--- src/rtl/dsp_text_writer_if.sv ---
// Character-stream handshake and display write bus for dsp_text_writer.
// The master modport is the writer side: it consumes characters and drives the display.
interface dsp_text_writer_if;
  logic        char_valid;
  logic [7:0]  char_data;
  logic        char_ready;
  logic        busy;
  logic [4:0]  dsp_row;
  logic [6:0]  dsp_col;
  logic        dsp_en;
  logic        dsp_wr;
  logic [15:0] dsp_wr_data;

  modport master (
    input  char_valid, char_data,
    output char_ready, busy, dsp_row, dsp_col, dsp_en, dsp_wr, dsp_wr_data
  );

  modport slave (
    output char_valid, char_data,
    input  char_ready, busy, dsp_row, dsp_col, dsp_en, dsp_wr, dsp_wr_data
  );
endinterface

--- src/rtl/dsp_text_writer.sv ---
// Text writer for the character display: clears the screen, prints a banner,
// then places incoming characters at a wrapping hardware cursor.
module dsp_text_writer #(
  parameter int          ROWS    = 30,
  parameter int          COLS    = 80,
  parameter logic [7:0]  ATTR    = 8'h07,
  parameter logic [7:0]  BLANK   = 8'h20,
  parameter int          MSG_LEN = 12
) (
  input  logic clk,
  input  logic reset,
  dsp_text_writer_if.master bus
);

  typedef enum logic [1:0] {
    ST_CLEAR = 2'd0,
    ST_MSG   = 2'd1,
    ST_RUN   = 2'd2
  } state_t;

  localparam logic [4:0] LAST_ROW = 5'(ROWS - 1);
  localparam logic [6:0] LAST_COL = 7'(COLS - 1);
  localparam logic [6:0] LAST_MSG = 7'(MSG_LEN - 1);

  // Banner ROM: "Hello, world"
  function automatic logic [7:0] banner_byte(input logic [6:0] idx);
    logic [7:0] ch;
    case (idx)
      7'd0:    ch = 8'h48;
      7'd1:    ch = 8'h65;
      7'd2:    ch = 8'h6C;
      7'd3:    ch = 8'h6C;
      7'd4:    ch = 8'h6F;
      7'd5:    ch = 8'h2C;
      7'd6:    ch = 8'h20;
      7'd7:    ch = 8'h77;
      7'd8:    ch = 8'h6F;
      7'd9:    ch = 8'h72;
      7'd10:   ch = 8'h6C;
      7'd11:   ch = 8'h64;
      default: ch = BLANK;
    endcase
    return ch;
  endfunction

  state_t      state_r, state_s;
  logic [4:0]  row_r, row_s, adv_row_s, row_inc_s, wr_row_s;
  logic [6:0]  col_r, col_s, adv_col_s, wr_col_s;
  logic        banner_r, banner_s;
  logic        wr_s;
  logic [7:0]  wr_char_s;
  logic        accept_s;

  logic        char_ready_r;
  logic        busy_r;
  logic        dsp_en_r;
  logic        dsp_wr_r;
  logic [4:0]  dsp_row_r;
  logic [6:0]  dsp_col_r;
  logic [15:0] dsp_wr_data_r;

  // Cursor advance with explicit wrap at the last column and last row
  always_comb begin
    row_inc_s = (row_r == LAST_ROW) ? 5'd0 : row_r + 5'd1;
    if (col_r == LAST_COL) begin
      adv_col_s = 7'd0;
      adv_row_s = row_inc_s;
    end else begin
      adv_col_s = col_r + 7'd1;
      adv_row_s = row_r;
    end
  end

  // Next-state, cursor update and write request
  always_comb begin
    state_s   = state_r;
    row_s     = row_r;
    col_s     = col_r;
    banner_s  = banner_r;
    wr_s      = 1'b0;
    wr_char_s = BLANK;
    wr_row_s  = row_r;
    wr_col_s  = col_r;
    accept_s  = bus.char_valid & char_ready_r;
    case (state_r)
      ST_CLEAR: begin
        wr_s  = 1'b1;
        row_s = adv_row_s;
        col_s = adv_col_s;
        if ((row_r == LAST_ROW) && (col_r == LAST_COL)) begin
          row_s    = 5'd0;
          col_s    = 7'd0;
          banner_s = 1'b0;
          if (banner_r && (MSG_LEN > 0)) begin
            state_s = ST_MSG;
          end else begin
            state_s = ST_RUN;
          end
        end else begin
          state_s = ST_CLEAR;
        end
      end
      ST_MSG: begin
        // Row is still 0 from the clear, so col_r doubles as the ROM index
        wr_s      = 1'b1;
        wr_char_s = banner_byte(col_r);
        row_s     = adv_row_s;
        col_s     = adv_col_s;
        if (col_r == LAST_MSG) begin
          state_s = ST_RUN;
        end else begin
          state_s = ST_MSG;
        end
      end
      ST_RUN: begin
        if (accept_s) begin
          if (bus.char_data >= 8'h20) begin
            wr_s      = 1'b1;
            wr_char_s = bus.char_data;
            row_s     = adv_row_s;
            col_s     = adv_col_s;
          end else begin
            case (bus.char_data)
              8'h0A: begin
                col_s = 7'd0;
                row_s = row_inc_s;
              end
              8'h0D: begin
                col_s = 7'd0;
              end
              8'h0C: begin
                state_s = ST_CLEAR;
                row_s   = 5'd0;
                col_s   = 7'd0;
              end
              default: begin
                row_s = row_r;
                col_s = col_r;
              end
            endcase
          end
        end else begin
          state_s = ST_RUN;
        end
      end
      default: begin
        state_s = ST_CLEAR;
        row_s   = 5'd0;
        col_s   = 7'd0;
      end
    endcase
  end

  // State, cursor and banner-pending flag
  always_ff @(posedge clk or negedge reset) begin
    if (!reset) begin
      state_r  <= ST_CLEAR;
      row_r    <= 5'd0;
      col_r    <= 7'd0;
      banner_r <= 1'b1;
    end else begin
      state_r  <= state_s;
      row_r    <= row_s;
      col_r    <= col_s;
      banner_r <= banner_s;
    end
  end

  // Registered handshake, status and display outputs
  always_ff @(posedge clk or negedge reset) begin
    if (!reset) begin
      char_ready_r  <= 1'b0;
      busy_r        <= 1'b1;
      dsp_en_r      <= 1'b0;
      dsp_wr_r      <= 1'b0;
      dsp_row_r     <= 5'd0;
      dsp_col_r     <= 7'd0;
      dsp_wr_data_r <= 16'd0;
    end else begin
      char_ready_r <= (state_s == ST_RUN);
      busy_r       <= (state_s != ST_RUN);
      dsp_en_r     <= wr_s;
      dsp_wr_r     <= wr_s;
      if (wr_s) begin
        dsp_row_r     <= wr_row_s;
        dsp_col_r     <= wr_col_s;
        dsp_wr_data_r <= {ATTR, wr_char_s};
      end else begin
        dsp_row_r     <= dsp_row_r;
        dsp_col_r     <= dsp_col_r;
        dsp_wr_data_r <= dsp_wr_data_r;
      end
    end
  end

  assign bus.char_ready  = char_ready_r;
  assign bus.busy        = busy_r;
  assign bus.dsp_en      = dsp_en_r;
  assign bus.dsp_wr      = dsp_wr_r;
  assign bus.dsp_row     = dsp_row_r;
  assign bus.dsp_col     = dsp_col_r;
  assign bus.dsp_wr_data = dsp_wr_data_r;

endmodule

--- src/flat_wrapper.sv ---
// flat-port wrapper written by rule: the top's interface ports become plain ports
module dsp_text_writer_flat 
#(
  parameter int          ROWS    = 30,
  parameter int          COLS    = 80,
  parameter logic [7:0]  ATTR    = 8'h07,
  parameter logic [7:0]  BLANK   = 8'h20,
  parameter int          MSG_LEN = 12
)
  (clk, reset, bus_char_valid, bus_char_data, bus_char_ready, bus_busy, bus_dsp_row, bus_dsp_col, bus_dsp_en, bus_dsp_wr, bus_dsp_wr_data);
  dsp_text_writer_if bus_i ();
  input  logic clk;
  input  logic reset;
  input wire logic [$bits(bus_i.char_valid)-1:0] bus_char_valid;
  input wire logic [$bits(bus_i.char_data)-1:0] bus_char_data;
  output wire logic [$bits(bus_i.char_ready)-1:0] bus_char_ready;
  output wire logic [$bits(bus_i.busy)-1:0] bus_busy;
  output wire logic [$bits(bus_i.dsp_row)-1:0] bus_dsp_row;
  output wire logic [$bits(bus_i.dsp_col)-1:0] bus_dsp_col;
  output wire logic [$bits(bus_i.dsp_en)-1:0] bus_dsp_en;
  output wire logic [$bits(bus_i.dsp_wr)-1:0] bus_dsp_wr;
  output wire logic [$bits(bus_i.dsp_wr_data)-1:0] bus_dsp_wr_data;
  assign bus_i.char_valid = bus_char_valid;
  assign bus_i.char_data = bus_char_data;
  assign bus_char_ready = bus_i.char_ready;
  assign bus_busy = bus_i.busy;
  assign bus_dsp_row = bus_i.dsp_row;
  assign bus_dsp_col = bus_i.dsp_col;
  assign bus_dsp_en = bus_i.dsp_en;
  assign bus_dsp_wr = bus_i.dsp_wr;
  assign bus_dsp_wr_data = bus_i.dsp_wr_data;
  dsp_text_writer #(.ROWS(ROWS), .COLS(COLS), .ATTR(ATTR), .BLANK(BLANK), .MSG_LEN(MSG_LEN)) u_core (.clk(clk), .reset(reset), .bus(bus_i));
endmodule
--- config.mk ---
export PLATFORM = sky130hd
export DESIGN_NAME = dsp_text_writer_flat
export DESIGN_NICKNAME = d
export VERILOG_FILES = /design/src/rtl/dsp_text_writer_if.sv /design/src/rtl/dsp_text_writer.sv /design/src/flat_wrapper.sv
export SDC_FILE = /design/constraint.sdc
export NUM_CORES = 1
export LEC_CHECK = 0
export CAP_MARGIN = 10
export CORE_MARGIN = 3
export CORE_UTILIZATION = 40
export DETAILED_ROUTE_END_ITERATION = 10
export GPL_ROUTABILITY_DRIVEN = 0
export SLEW_MARGIN = 20
export SYNTH_ARGS = -nofsm -noshare
export SYNTH_HDL_FRONTEND = slang
export SYNTH_SLANG_ARGS = --single-unit
--- constraint.sdc ---
create_clock -name clk -period 4.15 [get_ports clk]
set_input_delay 0.83 -clock clk [delete_from_list [all_inputs] [get_ports clk]]
set_output_delay 0.83 -clock clk [all_outputs]
set_load 0.02 [all_outputs]
==> impl_metrics.toml <==
[setup_path]
reg2regPathDepth = 8
r2r_setup_slack_ns = 1.96
r2r_end = "u_core.bus.dsp_wr_data[2]"
worstReg2RegStart = "u_core.state_r[0]"
crit_start = "bus_char_data[5]"
crit_type = "input port to register"
endpoint_kind = "register"
start_kind = "input port"
cp_data_arrival_time_ns = 2.62
critPathMaxFanout = 29
required_ns = 4.33
cp-endpoint = "u_core.bus.dsp_wr_data[2]"

[hold_path]
hold_start = "u_core.bus.dsp_row[0]"
holdCritPathClass = "register to register"

[layout]
fill_cells = 557
layout.area.seq_um2 = 978.4
fin_area_mm2 = 0.002838
diodes = 0
multi_input_area_mm2 = 0.001237
area_growth_pct = 20.45
fin_nets = 308
drive_gt1_share_pct = 10.21

[pwr]
p_per_area_mw_per_mm2 = 275.9
p_leak_nw = 1.222
ir_worst_vdd_v = 0.0001451

[sta]
rsz0062_at_grt = "no"
fin_skew_ns = 0.007928
fin_setup_tns_ns = 0
min_period_ns = 2.434
tightest_slew_ns = 0.8538
setup_viol = 0
fmax_ghz = 0.4108
slew_violations = 0
slew_headroom_pct = 43.08
fin_crit_sh_pct = 58.66
whs_ns = 0.4769
hold_violations = 0

[synthesis]
netlist_instances = 251
ys_warn_count = 0
yosysTopAreaCellShare_pct = 39.30
ys_top_cells_by_area = "dfrtp_1 (39%), nand2_1 (7.6%), ha_1 (7.4%)"
yosysTopAreaCell = "dfrtp_1"
netlist_area_mm2 = 0.002356
postSynth.asyncResetShare_pct = 100.0
ys_dominant_reg_cell = "dfrtp_1"
ys_seq_elements = 39
synth_cell_type_count = 58
postSynthAreaPerCell_um2 = 9.386
synth_edf_count = 0
yosysSeqAreaShare_pct = 41.53

[grt]
grt_max_degree = 40
grt_overflow_total = 0
grt_usage_pct = 16.10
grt_antenna_before_repair = 0
grt_pass1_wl_um = 8328
first_global_vias = 1727

[clocking]
clk_pin_slew_ns = 0.08
cts_hold_buf = 0
cts_tree = "yes"
cts-root-buf = "clkbuf_8"
postCtsSetupRepairBufs = 0
clock_path_buffers = 2
htree_levels = 2
clock-sinks = 39
worstSkewPairLatency_ns = 0.30
cts_resized = 0
cts_inserted_buffers = 5

[place]
port_buffers = 37
dpl-instance-area_mm2 = 0.002705
hpwl_um = 3859

[route]
via_per_inst = 5.208
first_pass_iters = 4
wire_per_inst_um = 14.31
dr_total_vias = 1854
drc_errors = 0
drt-initial-drc-count = 57
ant_nets = 0
wirelength_um = 5096

[floorplan]
die_h_um = 82.75
coreArea_mm2 = 0.005608
die-area_mm2 = 0.006847
rows = 27
io_pins = 43
initial_core_util_pct = 42.01
die_w_um = 82.75

[run]
drv_cap = 0

[run_status]
status = "complete, no violations"
-- cells by family (layout without fill, tap and decap cells) --
family	after synthesis	count (layout)	share of synthesized area, %
xor gates and xnor gates	1	1	0.3718
DFF	39	39	41.53
adders and majority gates	14	14	7.435
and+or+nand+nor	104	104	22.78
other	1	5	0.1592
muxes	2	2	0.9559
AOI/OAI and AO/OA	65	65	20.18
buffers and inverters	25	54	6.585
-- Yosys cell counts, types with 3 or more instances --
master,count
nand2_1,48
dfrtp_1,37
ha_1,14
a21oi_1,12
nor2_1,12
o21ai_1,11
buf_4,10
inv_1,8
nand3_1,8
a22o_1,7
and2_1,6
o21ai_0,6
nor2b_1,5
and3_1,4
a22oi_1,3
buf_6,3
o21bai_1,3
o2bb2ai_1,3
or3_1,3
-- registers in the layout, summed over array words and instances, names as in the netlist --
| signal | cells |
|---|---|
| u_core.bus.busy | 1 |
| u_core.bus.char_ready | 1 |
| u_core.banner_r | 1 |
| u_core.bus.dsp_wr_data | 9 |
| u_core.state_r | 2 |
| u_core.col_r | 7 |
| u_core.bus.dsp_row | 5 |
| u_core.row_r | 5 |
| u_core.bus.dsp_col | 7 |
| u_core.bus.dsp_en | 1 |
-- critical path: stages --
cell and delay, ns:
clkdlybuf4s50_1 0.49, or3_1 0.44, a21oi_1 0.14, or2_4 0.33
inv_2 0.18, nand2_1 0.13, o21ai_1 0.07
-- per-stage QoR --
step	instances	utilization [%]	worst slack, ns	total power (W)
2_1_floorplan	255	-	2.215	0.0003991
3_3_place_gp	348	48.24	1.432	0.0004164
3_5_place_dp	348	48.24	1.417	0.0004166
4_1_cts	356	50.60	1.729	0.0007935
5_1_grt	356	50.60	1.607	0.0008099
6_report	356	50.60	1.716	0.0007830
-- power by group --
group          switching [W]  internal [W]   total, W
Clock               0.000134      0.000240   0.000374
Combinational      0.0000185     0.0000103  0.0000288
Sequential                 0      0.000380   0.000380
-- layer usage --
metal  wire [µm]  up-vias  GRT usage (%)  share of wire [%]
met3         246       11          2.386                4.8
met2        2226       53          24.44                 44
li1            -      939              -                  -
met4          85        0          7.026                1.7
met1        2538      851          22.70                 50
met5           0        -              0                  0
-- final cells by class --
| cell class | instances | share of cell area, % |
|---|---|---|
| Inverter | 9 | 1.190 |
| Timing Repair Buffer | 37 | 12.87 |
| Tap cell | 72 | 3.175 |
| Clock inverter | 2 | 2.116 |
| Clock buffer | 6 | 2.557 |
| Multi-Input combinational cell | 191 | 43.61 |
| Sequential cell | 39 | 34.48 |
-- layout by cell type, fill, tap and decap left out, drive strengths merged, types with 3 or more instances in the layout --
master         Yosys  routed
nand3              8       8
nand2b             3       3
ha                14      14
dfrtp             37      37
clkdlybuf4s50      0      36
clkbuf             2       6
a21oi             14      14
and3               6       6
inv                9       9
a22oi              3       3
a22o               7       7
o21bai             3       3
or3                3       3
and2               6       6
nor2              13      13
nor3b              3       3
conb               1       5
o21ai             17      17
nor2b              5       5
nand2             48      48
o2bb2ai            3       3
-- how the worst min path moves through the flow --
stage,to,depth (start not counted)
after detailed placement,u_core.bus.dsp_col[5],2
after CTS,u_core.banner_r,2
after global placement,u_core.bus.dsp_col[5],2
after global routing,u_core.bus.dsp_col[3],2
final,u_core.bus.dsp_row[0],2
after floorplan,u_core.banner_r,2
(Power assumes the default switching activity.)
